### config.mk
export PLATFORM = sky130hd
export DESIGN_NAME = forward_hazard_unit
export DESIGN_NICKNAME = d
export VERILOG_FILES = /design/src/rtl/forward_hazard_unit_pkg.sv /design/src/rtl/md_scoreboard.sv /design/src/rtl/forward_hazard_unit.sv
export SDC_FILE = /design/constraint.sdc
export NUM_CORES = 1
export LEC_CHECK = 0
export ABC_AREA = 1
export CAP_MARGIN = 20
export CORE_ASPECT_RATIO = 1.25
export CORE_UTILIZATION = 49
export CTS_CLUSTER_DIAMETER = 200
export CTS_CLUSTER_SIZE = 40
export DETAILED_ROUTE_END_ITERATION = 10
export PLACE_DENSITY = 0.81
export SETUP_SLACK_MARGIN = 0.5
export SLEW_MARGIN = 25
export SYNTH_ARGS = -nofsm -noshare
export SYNTH_HDL_FRONTEND = slang
export SYNTH_SLANG_ARGS = --single-unit
### constraint.sdc
create_clock -name clock -period 2 [get_ports clock]
set_input_delay 0.2 -clock clock [delete_from_list [all_inputs] [get_ports clock]]
set_output_delay 0.2 -clock clock [all_outputs]
set_load 0.005 [all_outputs]
### src/rtl/forward_hazard_unit_pkg.sv
// Shared constants for the forwarding/hazard unit: bypass select encodings and the hard-wired zero register.
package forward_hazard_unit_pkg;
  localparam logic [1:0] FW_REG   = 2'b00;
  localparam logic [1:0] FW_EXMEM = 2'b10;
  localparam logic [1:0] FW_MEMWB = 2'b01;
  localparam logic [1:0] FW_MD    = 2'b11;
  localparam int         ZERO_REG = 0;
endpackage

### src/rtl/md_scoreboard.sv
// Tracks in-flight fixed-latency mult/div ops: allocation, countdown, single-cycle writeback, full and sticky overflow.
// Result strobe appears MD_LAT-1 edges after the issue edge; issue while full is dropped.
module md_scoreboard
  import forward_hazard_unit_pkg::*;
#(
  parameter int AW       = 5,
  parameter int MD_LAT   = 4,
  parameter int SB_DEPTH = 2
) (
  input  logic                   clock,
  input  logic                   reset,
  input  logic                   md_issue,
  input  logic [AW-1:0]          md_dest,
  output logic                   md_wb_valid,
  output logic [AW-1:0]          md_wb_addr,
  output logic                   sb_full,
  output logic                   sb_ovf,
  output logic [SB_DEPTH-1:0]    ent_vld,
  output logic [SB_DEPTH*AW-1:0] ent_addr,
  output logic [SB_DEPTH-1:0]    ent_busy
);
  localparam int            CW       = $clog2(MD_LAT);
  localparam logic [CW-1:0] CNT_INIT = CW'(MD_LAT - 1);

  logic [SB_DEPTH-1:0] vld_q, vld_d;
  logic [CW-1:0]       cnt_q  [SB_DEPTH];
  logic [CW-1:0]       cnt_d  [SB_DEPTH];
  logic [AW-1:0]       addr_q [SB_DEPTH];
  logic [AW-1:0]       addr_d [SB_DEPTH];
  logic                ovf_q, ovf_d;
  logic                alloc_done;

  assign sb_full = &vld_q;
  assign sb_ovf  = ovf_q;
  assign ent_vld = vld_q;

  always_comb begin
    md_wb_valid = 1'b0;
    md_wb_addr  = '0;
    ent_addr    = '0;
    ent_busy    = '0;
    for (int i = 0; i < SB_DEPTH; i++) begin
      ent_addr[i*AW +: AW] = addr_q[i];
      ent_busy[i]          = vld_q[i] && (cnt_q[i] > CW'(1));
      // Fixed latency and one issue per cycle guarantee at most one entry at zero.
      if (vld_q[i] && cnt_q[i] == '0) begin
        md_wb_valid = 1'b1;
        md_wb_addr  = addr_q[i];
      end
    end
  end

  always_comb begin
    vld_d      = vld_q;
    ovf_d      = ovf_q | (md_issue & sb_full);
    alloc_done = 1'b0;
    for (int i = 0; i < SB_DEPTH; i++) begin
      cnt_d[i]  = cnt_q[i];
      addr_d[i] = addr_q[i];
      if (vld_q[i]) begin
        if (cnt_q[i] == '0) vld_d[i] = 1'b0;
        else                cnt_d[i] = cnt_q[i] - CW'(1);
      end
    end
    // Freeing happens at this edge, so a retiring entry is not reusable until the next cycle.
    if (md_issue && !sb_full && md_dest != AW'(ZERO_REG)) begin
      for (int i = 0; i < SB_DEPTH; i++) begin
        if (!alloc_done && !vld_q[i]) begin
          vld_d[i]   = 1'b1;
          cnt_d[i]   = CNT_INIT;
          addr_d[i]  = md_dest;
          alloc_done = 1'b1;
        end
      end
    end
  end

  always_ff @(posedge clock) begin
    if (reset) begin
      vld_q <= '0;
      ovf_q <= 1'b0;
      for (int i = 0; i < SB_DEPTH; i++) begin
        cnt_q[i]  <= '0;
        addr_q[i] <= '0;
      end
    end else begin
      vld_q <= vld_d;
      ovf_q <= ovf_d;
      for (int i = 0; i < SB_DEPTH; i++) begin
        cnt_q[i]  <= cnt_d[i];
        addr_q[i] <= addr_d[i];
      end
    end
  end
endmodule

### src/rtl/forward_hazard_unit.sv
// EX-stage bypass selects, ID-stage load-use / multicycle RAW stall, and a saturating stall-cycle counter.
// fw_sel and stall are combinational; stall_cnt updates at the edge.
module forward_hazard_unit
  import forward_hazard_unit_pkg::*;
#(
  parameter int AW       = 5,
  parameter int NSRC     = 2,
  parameter int MD_LAT   = 4,
  parameter int SB_DEPTH = 2
) (
  input  logic                 clock,
  input  logic                 reset,
  input  logic                 reg_f4,
  input  logic                 reg_f5,
  input  logic [AW-1:0]        escrita_f4,
  input  logic [AW-1:0]        escrita_f5,
  input  logic [NSRC*AW-1:0]   src_f3,
  input  logic [NSRC*AW-1:0]   src_f2,
  input  logic                 load_f3,
  input  logic [AW-1:0]        dest_f3,
  input  logic                 md_issue,
  input  logic [AW-1:0]        md_dest,
  output logic [2*NSRC-1:0]    fw_sel,
  output logic                 stall,
  output logic                 md_wb_valid,
  output logic [AW-1:0]        md_wb_addr,
  output logic                 sb_full,
  output logic                 sb_ovf,
  output logic [15:0]          stall_cnt
);
  logic [SB_DEPTH-1:0]    ent_vld;
  logic [SB_DEPTH*AW-1:0] ent_addr;
  logic [SB_DEPTH-1:0]    ent_busy;
  logic [15:0]            stall_cnt_q, stall_cnt_d;

  md_scoreboard #(
    .AW       (AW),
    .MD_LAT   (MD_LAT),
    .SB_DEPTH (SB_DEPTH)
  ) u_sb (
    .clock       (clock),
    .reset       (reset),
    .md_issue    (md_issue),
    .md_dest     (md_dest),
    .md_wb_valid (md_wb_valid),
    .md_wb_addr  (md_wb_addr),
    .sb_full     (sb_full),
    .sb_ovf      (sb_ovf),
    .ent_vld     (ent_vld),
    .ent_addr    (ent_addr),
    .ent_busy    (ent_busy)
  );

  always_comb begin
    fw_sel = '0;
    for (int i = 0; i < NSRC; i++) begin
      fw_sel[2*i +: 2] = FW_REG;
      if (src_f3[i*AW +: AW] != AW'(ZERO_REG)) begin
        if (reg_f4 && escrita_f4 == src_f3[i*AW +: AW])
          fw_sel[2*i +: 2] = FW_EXMEM;
        else if (md_wb_valid && md_wb_addr == src_f3[i*AW +: AW])
          fw_sel[2*i +: 2] = FW_MD;
        else if (reg_f5 && escrita_f5 == src_f3[i*AW +: AW])
          fw_sel[2*i +: 2] = FW_MEMWB;
      end
    end
  end

  // An entry at count 1 retires next cycle, just in time for the consumer's EX bypass.
  always_comb begin
    stall = 1'b0;
    for (int i = 0; i < NSRC; i++) begin
      if (src_f2[i*AW +: AW] != AW'(ZERO_REG)) begin
        if (load_f3 && dest_f3 == src_f2[i*AW +: AW]) stall = 1'b1;
        for (int j = 0; j < SB_DEPTH; j++) begin
          if (ent_vld[j] && ent_busy[j] && ent_addr[j*AW +: AW] == src_f2[i*AW +: AW])
            stall = 1'b1;
        end
      end
    end
  end

  always_comb begin
    stall_cnt_d = stall_cnt_q;
    if (stall && stall_cnt_q != 16'hFFFF) stall_cnt_d = stall_cnt_q + 16'd1;
  end

  always_ff @(posedge clock) begin
    if (reset) stall_cnt_q <= '0;
    else       stall_cnt_q <= stall_cnt_d;
  end

  assign stall_cnt = stall_cnt_q;
endmodule

==> qor.txt <==
Critical Path Slowest Stage Cell -> sky130_fd_sc_hd__dfxtp_4
Non-filler cells, final -> 658
Critical path launch point -> u_sb.cnt_q[0][0]$_SDFF_PP0_
Logic gate share of total power -> 0.383
Top cell type by total area after synthesis -> sky130_fd_sc_hd__dfxtp_1
Kind of cell adding the most delay to the critical path -> simple AND/OR/NAND/NOR gates
Nature of the critical path startpoint -> flop
Total routing usage reported by global routing -> 0.337
Multi-input gate area -> 2210 um^2
Biggest fanout along the worst timing path -> 7
Main combinational cell family by area after synthesis -> simple AND/OR/NAND/NOR gates
Routed wirelength normalized by instance count -> 19.0 um
Number of global-route vias before repair -> 3,388
Number of fill cells in the layout -> 254
Synthesized netlist cell count -> 467
Worst R2R End -> stall_cnt[2]$_SDFFE_PP0P_
Number of clock sinks seen by CTS -> 33
CTS buffer count -> 5
Post-synthesis sequential area ratio -> 0.244
Highest ir drop seen on vdd -> 0.489 mV
Count of cells along the worst hold path -> 1
Share of cell area taken by muxes after synthesis -> 0
Number of H-tree branching levels -> 2
Initial antenna violation count -> 0
Fin Clk Skew -> 13.2 ps
Slew HR -> 0.528
Sw power -> 0.739 mW
Clock-pin slew on the worst setup and hold paths -> 80 ps
Fmax -> 462 MHz
CTS tree -> built
Kind of path behind the tightest hold check -> reg -> reg
I/O pin count -> 75
Kind of end point of the critical path -> output port
Violated checks -> setup timing
Pwr/cell area -> 441 nW/um^2
Chip height -> 85.1 um
Count of final setup violators -> 4
Number of placed instances, taps included -> 632
Number of violations reported at the end of detailed-routing iteration 0 -> 481
Area used by sequential logic in the layout -> 701 um^2
Final worst path period share -> 1.08
Slew at the pin with the worst max-slew slack -> 707 ps
Worst Hold Launch -> u_sb.sb_ovf$_SDFF_PP0_
Number of detailed-route iterations in the first pass -> 6
Global-route wire length before repair -> 15.0 mm
Clock network fraction of total power -> 0.256
Int Pwr -> 1.29 mW
Average vias per placed instance -> 6.13
Result of the run -> complete, but fails checks
Starting utilization of the core area -> 0.522
RSZ-0062 raised after global routing -> true
Required time worst endpoint -> 1800 ps
Share of the synthesized netlist area taken by xor and xnor gates -> 0.0647
Total leakage power -> 2.07 nW
Cell type with the highest occurrence count on the critical path -> sky130_fd_sc_hd__o21ai_2
Total number of nets in the final design -> 642
Bufs and invs on worst path -> 1
Final worst path period need -> 2160 ps
Synthesis warning total -> 0
Layout cell share with drive strength beyond 1 -> 0.344
Fin. max-slew vios -> 0
Max-Cap Viols -> 0
Min-Delay Endpoint -> u_sb.sb_ovf$_SDFF_PP0_
Series of cell instances along the critical path -> nor2_4, nand2_4, o21ai_2, o21ai_2, nand2_1, o21ai_0, nor2_1, nand3_2, a21oi_2, buf_2
Area fraction in compound gates after synthesis -> 0.187
Final estimated routing congestion in global placement -> 0.921
Width of the chip -> 68.5 um
Area share of fa/ha/maj cells after synthesis -> 0.00462
Via count -> 4,033
Overflow after GRT -> 0
Placeable Area -> 5190 um^2
CTS Hold Bufs -> 0
N_diodes -> 0
Synth Net Count -> 514
Area growth from synthesis to final layout -> 69.8%
Largest net degree at the start of global routing -> 19
Sequential share of power -> 0.361
Clock Latency Late Sink -> 300 ps
HPWL after detailed placement -> 6.64 mm
Post-detailed-route DRC marker count -> 0
Clk Tree Root Cell -> sky130_fd_sc_hd__clkbuf_8
Commonest cells after routing, fill and taps aside -> sky130_fd_sc_hd__nand2_1 (125), sky130_fd_sc_hd__inv_1 (54), sky130_fd_sc_hd__clkdlybuf4s50_1 (54)
Data arrival at the endpoint of the critical path -> 1960 ps
Area of the die -> 5830 um^2
Number of different library cells in the post-synthesis netlist -> 31
Logic depth of the worst register-to-register path -> 15
Maximum clock path buffer count -> 2
Area share of the largest cell type after synthesis -> 0.244
Largest stage delay on the critical path -> 360 ps
Number of nets with antenna violations after routing -> 0
Startpoint-to-endpoint class of the critical path -> reg -> out
Average footprint of a synthesized cell -> 5.80 um^2
Summed negative setup slack over all endpoints -> -383 ps
Post-synthesis share of cell area spent on and, or, nand and nor gates -> 0.387
Final wirelength -> 12.5 mm
Synthesized flop and latch total -> 33
Cell row count -> 29
Port buffer count -> 74
Cell area after synthesis -> 2710 um^2
Overall power consumption -> 2.03 mW
R2r startpoint -> u_sb.ent_vld[0]$_SDFF_PP0_
Final hold viol count -> 0
Worst setup slack after layout -> -165 ps
Leading cell types by total area after synthesis -> sky130_fd_sc_hd__dfxtp_1 (24%), sky130_fd_sc_hd__nand2_1 (21%), sky130_fd_sc_hd__inv_1 (8.9%)
Switching power share of the total -> 0.365
Most common cell after layout, fill and taps aside -> sky130_fd_sc_hd__nand2_1
Reg-to-reg slack, setup -> 40 ps
-- area by class of cell --
class | count | share of cell area
Inverter | 69 | 0.0596
Multi-Input combinational cell | 357 | 0.480
Clock buffer | 5 | 0.0150
Clock inverter | 3 | 0.00354
Timing Repair Buffer | 128 | 0.270
Sequential cell | 33 | 0.153
Timing Repair inverter | 1 | 0.00245
Tap cell | 62 | 0.0169
-- state kept, by name, summed over array words and instances, names as in the netlist --
register	count
u_sb.ent_vld	2
u_sb.sb_ovf	1
stall_cnt	16
u_sb.addr_q	10
u_sb.cnt_q	4
-- cells by family after synthesis --
logic type / after synthesis
simple gates: 251
compound gates: 84
flops: 33
fa+ha+maj: 1
buf+inv: 78
xor+xnor: 20
-- through the flow --
step | setup WS, ps | utilization | area (um^2) | hold WS (ps)
3_5_place_dp | -225 | 0.733 | 3800 | 484
5_1_grt | -200 | 0.885 | 4590 | 499
6_report | -165 | 0.885 | 4590 | 482
2_1_floorplan | 507 | - | 2740 | 368
3_3_place_gp | -169 | 0.733 | 3800 | 450
4_1_cts | -12.0 | 0.802 | 4160 | 499
-- per-layer routing --
metal / up-vias / global-route usage / routed length (um)
met5: - / 0 / 0
met4: 0 / 0.201 / 1100
met3: 110 / 0.0484 / 1090
met2: 353 / 0.597 / 5940
met1: 1799 / 0.361 / 4370
li1: 1771 / - / -
-- timing repair --
item                       CTS  global route
setup endpoints to repair   43            44
resized for setup          120           111
hold endpoints to repair     0             0
gates cloned                 3             1
pin swaps                   19            40
buffers inserted             4            10
-- power groups by stage --
stage / registers, mW / clock network (mW) / logic [mW]
4_1_cts: 0.720 / 0.498 / 0.606
6_report: 0.732 / 0.518 / 0.778
3_3_place_gp: 0.725 / 0 / 0.543
5_1_grt: 0.733 / 0.539 / 0.835
3_5_place_dp: 0.726 / 0 / 0.549
2_1_floorplan: 0.726 / 0 / 0.257
-- cells in the mapped netlist --
master	count
sky130_fd_sc_hd__buf_6	1
sky130_fd_sc_hd__inv_2	3
sky130_fd_sc_hd__nand2_1	148
sky130_fd_sc_hd__dfxtp_1	33
sky130_fd_sc_hd__xnor2_1	9
sky130_fd_sc_hd__a21oi_2	10
sky130_fd_sc_hd__nor3_4	1
sky130_fd_sc_hd__ha_1	1
sky130_fd_sc_hd__nor2_1	49
sky130_fd_sc_hd__nand2_2	2
sky130_fd_sc_hd__nor4_1	1
sky130_fd_sc_hd__clkinv_1	2
sky130_fd_sc_hd__nand3_2	2
sky130_fd_sc_hd__a21oi_1	23
sky130_fd_sc_hd__a211oi_1	3
sky130_fd_sc_hd__o21a_1	1
sky130_fd_sc_hd__nor2_4	1
sky130_fd_sc_hd__xor2_1	11
sky130_fd_sc_hd__clkbuf_1	5
sky130_fd_sc_hd__o22ai_1	5
sky130_fd_sc_hd__nand3_1	35
sky130_fd_sc_hd__inv_1	64
sky130_fd_sc_hd__o21ai_1	5
sky130_fd_sc_hd__nand4_1	3
sky130_fd_sc_hd__buf_2	3
sky130_fd_sc_hd__o21ai_0	27
sky130_fd_sc_hd__nor3_1	8
sky130_fd_sc_hd__a31oi_1	1
sky130_fd_sc_hd__a21boi_1	2
sky130_fd_sc_hd__a221oi_1	7
sky130_fd_sc_hd__nand3b_1	1
-- worst max path at each step --
stage / endpoint / depth (start not counted)
after floorplan: stall_cnt[6]$_SDFFE_PP0P_ / 10
after global placement: fw_sel[3] / 10
after detailed placement: fw_sel[2] / 10
after CTS: fw_sel[3] / 9
after global routing: fw_sel[3] / 10
final: fw_sel[2] / 10
Note: power is estimated with default switching activity, not from simulation.
